<file path="config.mk">
export PLATFORM = sky130hd
export DESIGN_NAME = ram_access_ctrl
export DESIGN_NICKNAME = d
export VERILOG_FILES = /design/src/rtl/mem_pkg.sv /design/src/rtl/ram_access_ctrl.sv
export SDC_FILE = /design/constraint.sdc
export NUM_CORES = 1
export LEC_CHECK = 0
export ABC_AREA = 1
export BUFFER_PORTS_ARGS = -buffer_cell sky130_fd_sc_hd__buf_2
export CAP_MARGIN = 20
export CORE_UTILIZATION = 53
export DETAILED_ROUTE_END_ITERATION = 12
export GPL_ROUTABILITY_DRIVEN = 0
export PLACE_DENSITY_LB_ADDON = 0.1
export SLEW_MARGIN = 30
export SYNTH_ARGS = -nofsm -noshare
export SYNTH_HDL_FRONTEND = slang
export SYNTH_SLANG_ARGS = --single-unit
</file>
<file path="constraint.sdc">
create_clock -name clk -period 1.9 [get_ports clk]
set_input_delay 0.095 -clock clk [delete_from_list [all_inputs] [get_ports clk]]
set_output_delay 0.095 -clock clk [all_outputs]
set_load 0.1 [all_outputs]
</file>
<file path="src/rtl/mem_pkg.sv">
// mem_pkg: shared constants and state encoding for the 64x8 RAM access sequencer
package mem_pkg;
    localparam int ADDR_W = 6;
    localparam int DATA_W = 8;
    localparam int WORD_W = 2 * DATA_W;
    typedef enum logic [2:0] {
        IDLE = 3'd0,
        WR0  = 3'd1,
        WR1  = 3'd2,
        RD0  = 3'd3,
        RD1  = 3'd4,
        RD2  = 3'd5,
        DONE = 3'd6
    } state_t;
endpackage

</file>
<file path="src/rtl/ram_access_ctrl.sv">
// ram_access_ctrl: sequences byte/word requests into byte cycles on a 64x8 single-port RAM
//   req_*  : valid/ready request (we, word, addr, wdata), accepted only in IDLE
//   rsp_*  : one-cycle completion pulse with read data (high byte 0 for byte reads)
//   ram_*  : RAM pins, decoded from state and the latched request only; ram_q is the registered read
module ram_access_ctrl #(
    parameter int ADDR_W = mem_pkg::ADDR_W,
    parameter int DATA_W = mem_pkg::DATA_W
) (
    input  logic                clk,
    input  logic                rst_n,
    input  logic                req_valid,
    output logic                req_ready,
    input  logic                req_we,
    input  logic                req_word,
    input  logic [ADDR_W-1:0]   req_addr,
    input  logic [2*DATA_W-1:0] req_wdata,
    output logic                rsp_valid,
    output logic [2*DATA_W-1:0] rsp_rdata,
    output logic [ADDR_W-1:0]   ram_addr,
    output logic [DATA_W-1:0]   ram_data,
    output logic                ram_we,
    input  logic [DATA_W-1:0]   ram_q
);
    import mem_pkg::*;
    state_t state, next;
    logic lwe, lword;
    logic [ADDR_W-1:0] laddr, laddr1;
    logic [2*DATA_W-1:0] lwdata;
    // high byte of a word lives at A+1, wrapping modulo the RAM depth
    assign laddr1 = laddr + ADDR_W'(1);
    always_ff @(posedge clk or negedge rst_n) begin
        if (!rst_n) begin
            state     <= IDLE;
            lwe       <= 1'b0;
            lword     <= 1'b0;
            laddr     <= '0;
            lwdata    <= '0;
            rsp_rdata <= '0;
        end else begin
            state <= next;
            if (state == IDLE && req_valid) begin
                lwe    <= req_we;
                lword  <= req_word;
                laddr  <= req_addr;
                lwdata <= req_wdata;
            end
            if (state == RD1)
                rsp_rdata <= {lword ? rsp_rdata[2*DATA_W-1:DATA_W] : {DATA_W{1'b0}}, ram_q};
            if (state == RD2)
                rsp_rdata[2*DATA_W-1:DATA_W] <= ram_q;
        end
    end
    always_comb begin
        next      = IDLE;
        req_ready = state == IDLE;
        rsp_valid = state == DONE;
        ram_we    = state == WR0 || state == WR1;
        ram_addr  = (state == WR0 || state == RD0) ? laddr :
                    (state == WR1 || (state == RD1 && lword)) ? laddr1 : '0;
        ram_data  = state == WR0 ? lwdata[DATA_W-1:0] :
                    state == WR1 ? lwdata[2*DATA_W-1:DATA_W] : '0;
        case (state)
            IDLE:    next = req_valid ? (req_we ? WR0 : RD0) : IDLE;
            WR0:     next = lword ? WR1 : DONE;
            WR1:     next = DONE;
            RD0:     next = RD1;
            RD1:     next = lword ? RD2 : DONE;
            RD2:     next = DONE;
            default: next = IDLE;
        endcase
    end
    logic unused_lwe;
    assign unused_lwe = lwe;
endmodule

</file>
==> flow_summary.json <==
{
  "first_pass_iters": 4,
  "syn2layout_area_growth_pct": 36.8,
  "hold_path.startpoint": "req_addr[5]",
  "yosys.area.top_type": "dfrtp_1",
  "drt-total-wl_um": 4510,
  "path_buf_inv": 2,
  "r2r_start": "state[1]",
  "post-route-min-period_ps": 1840,
  "grt_pass1_wl_um": 7650,
  "hold_viol": 0,
  "die_w_um": 62.9,
  "post_cts.repair.setup_buffers": 0,
  "drive_gt1_share_pct": 28.1,
  "ys.warnings.count": 0,
  "cts_tree": "yes",
  "drc": 0,
  "start_util_pct": 57.1,
  "status": "finished clean",
  "ant_nets": 0,
  "grt-ovfl-total": 0,
  "htreeDepth": 2,
  "tightest_slew_ps": 530,
  "fin_tns_setup_ps": 0,
  "crit_path_start_kind": "register",
  "fp.dieH_um": 62.9,
  "num_antenna_cells": 0,
  "period_share_pct": 96.9,
  "cp.arrival_ps": 1750,
  "numPortBuffers": 67,
  "critPathSlowestCell": "dfrtp_1",
  "fin_skew_ps": 7.97,
  "drv_cap": 0,
  "synth_common_cells": "nand2_1, dfrtp_1, nand3_1, inv_1, o21ai_0",
  "yosysTopAreaCellShare_pct": 53.5,
  "viasPerCell": 5.10,
  "synth.avg_cell_area_um2": 8.12,
  "rsz0062_at_grt": "true",
  "grt_pass1_vias": 1714,
  "cp_max_fo": 10,
  "clock_path_buffers": 2,
  "core_mm2": 0.00344,
  "nets": 348,
  "synth.net_count": 278,
  "clock_sinks": 42,
  "cts_buffers": 5,
  "io_pins": 68,
  "drv_slew": 0,
  "root_buffer": "clkbuf_8",
  "async_flop_share_pct": 100,
  "crit_type": "reg -> out",
  "ys_types": 22,
  "initialDrtViolationCount": 134,
  "ys.flop_type": "dfrtp_1",
  "critical-path-max-stage-delay_ps": 460,
  "hold_class": "in -> reg",
  "synthTopCellsByArea": "dfrtp_1, nand2_1, nand3_1, inv_1, o21ai_0",
  "clock_latency_ps": 290,
  "syn_inst": 242,
  "wl_per_cell_um": 12.6,
  "clk_pin_slew_worst_paths_ps": 80,
  "crit_path_end_kind": "primary output",
  "cp_top_family": "simple AND/OR/NAND/NOR gates",
  "dieArea_mm2": 0.00395,
  "syn-cell-area_mm2": 0.00196,
  "vias": 1830,
  "synth_seq_cells": 42,
  "slew_headroom_pct": 64.6,
  "fmax_mhz": 543,
  "grt_max_degree": 43,
  "path_cells": "inv_2 -> nand3_2 -> nand2_4 -> o21ai_0 -> nand2_1 -> buf_12",
  "cp.required_ps": 1800,
  "n_fill_cell": 265,
  "track_usage_pct": 25.1,
  "synth_edf_count": 0,
  "dp_hpwl_um": 3230,
  "crit_start": "state[2]",
  "setup_viol": 0,
  "antenna_found_initial": 0,
  "synth.most_common_cell": "nand2_1",
  "std_cell_rows": 21,
  "yosysSeqAreaShare_pct": 53.5
}
-- registers in the layout (all words and copies together), names as in the netlist --
signal	cells
lwdata	16
rsp_rdata	16
laddr	6
state	3
lword	1
-- cell families (layout without fill, tap and decap cells) --
kind of cell / Yosys count / after routing / synth area share (%)
DFF: 42 / 42 / 53.5
adders and majority gates: 1 / 1 / 0.637
xor gates and xnor gates: 1 / 1 / 0.446
buffers and inverters: 42 / 113 / 9.36
AOI/OAI and AO/OA: 30 / 30 / 8.60
and+or+nand+nor: 126 / 126 / 27.5
-- cell type report --
cell class	count	area, µm²	share of cell area (%)
Timing Repair Buffer	72	603	22.4
Multi-Input combinational cell	158	742	27.6
Tap cell	46	57.6	2.14
Clock buffer	6	72.6	2.70
Clock inverter	2	37.5	1.40
Inverter	33	124	4.61
Sequential cell	42	1050	39.1
-- worst paths after layout --
kind                                       to  slack (ps)  depth (start not counted)
worst max-delay path              ram_addr[4]          60                          6
worst min-delay path                 laddr[5]          30                          3
worst min register to register     lwdata[11]         470                          2
min in group asynchronous        rsp_rdata[2]         390                          3
worst max register to register  rsp_rdata[15]         460                          4
max in group asynchronous          lwdata[12]        1140                          3
-- cells in the final DEF (no fill, tap or decap) --
cell type and instances:
inv_1 29, o21ai_0 9, clkinvlp_4 1, nand3_2 1, o211ai_1 1, buf_4 3, dlygate4sd3_1 2, buf_12 15
clkbuf_1 1, nand3_1 37, buf_2 52, bufinv_16 1, dfrtp_1 42, clkbuf_8 5, inv_2 4, xor2_1 1
o22ai_1 8, nor2_1 3, nand2_4 2, o21bai_1 1, a21oi_2 1, nand2_1 80, o21ai_1 10, ha_1 1
nor3_2 1, nor2_2 2
-- worst register-to-register path: cells and delay by family (launching register included) --
kind | cells | cell delay [ps]
AOI/OAI and AO/OA | 2 | 520
buffers and inverters | 1 | 210
DFF | 1 | 440
and+or+nand+nor | 1 | 120
-- per-stage QoR --
| step | cells | hold slack (ps) | instance area, µm² | worst slack (ps) | utilization (%) |
|---|---|---|---|---|---|
| 2_1_floorplan | 242 | -201 | 1970 | -258 | - |
| 3_3_place_gp | 349 | 192 | 2550 | 407 | 74.1 |
| 3_5_place_dp | 349 | 187 | 2550 | 325 | 74.1 |
| 4_1_cts | 359 | 22.1 | 2680 | 50.8 | 77.9 |
| 5_1_grt | 359 | 30.5 | 2690 | -37.6 | 78.1 |
| 6_report | 359 | 26.1 | 2690 | 58.9 | 78.1 |
-- repair_timing --
item / in CTS / in global routing
resized for setup: 1 / 1
setup endpoints to repair: 1 / 9
pin swaps: 0 / 0
hold buffers: 2 / 0
endpoints found under the hold margin: 43 / 0
-- layer usage --
| metal | track usage [%] | part of all wire (%) | vias up |
|---|---|---|---|
| met5 | 0 | 0 | - |
| met4 | 9.30 | 1.3 | 0 |
| met3 | 6.75 | 4.1 | 6 |
| met2 | 40.2 | 49 | 49 |
| met1 | 32.4 | 46 | 865 |
| li1 | - | - | 910 |
Power is left out: the tool's default activity adds up to more than one toggle a clock period on the data nets, which glitch-free logic cannot reach.
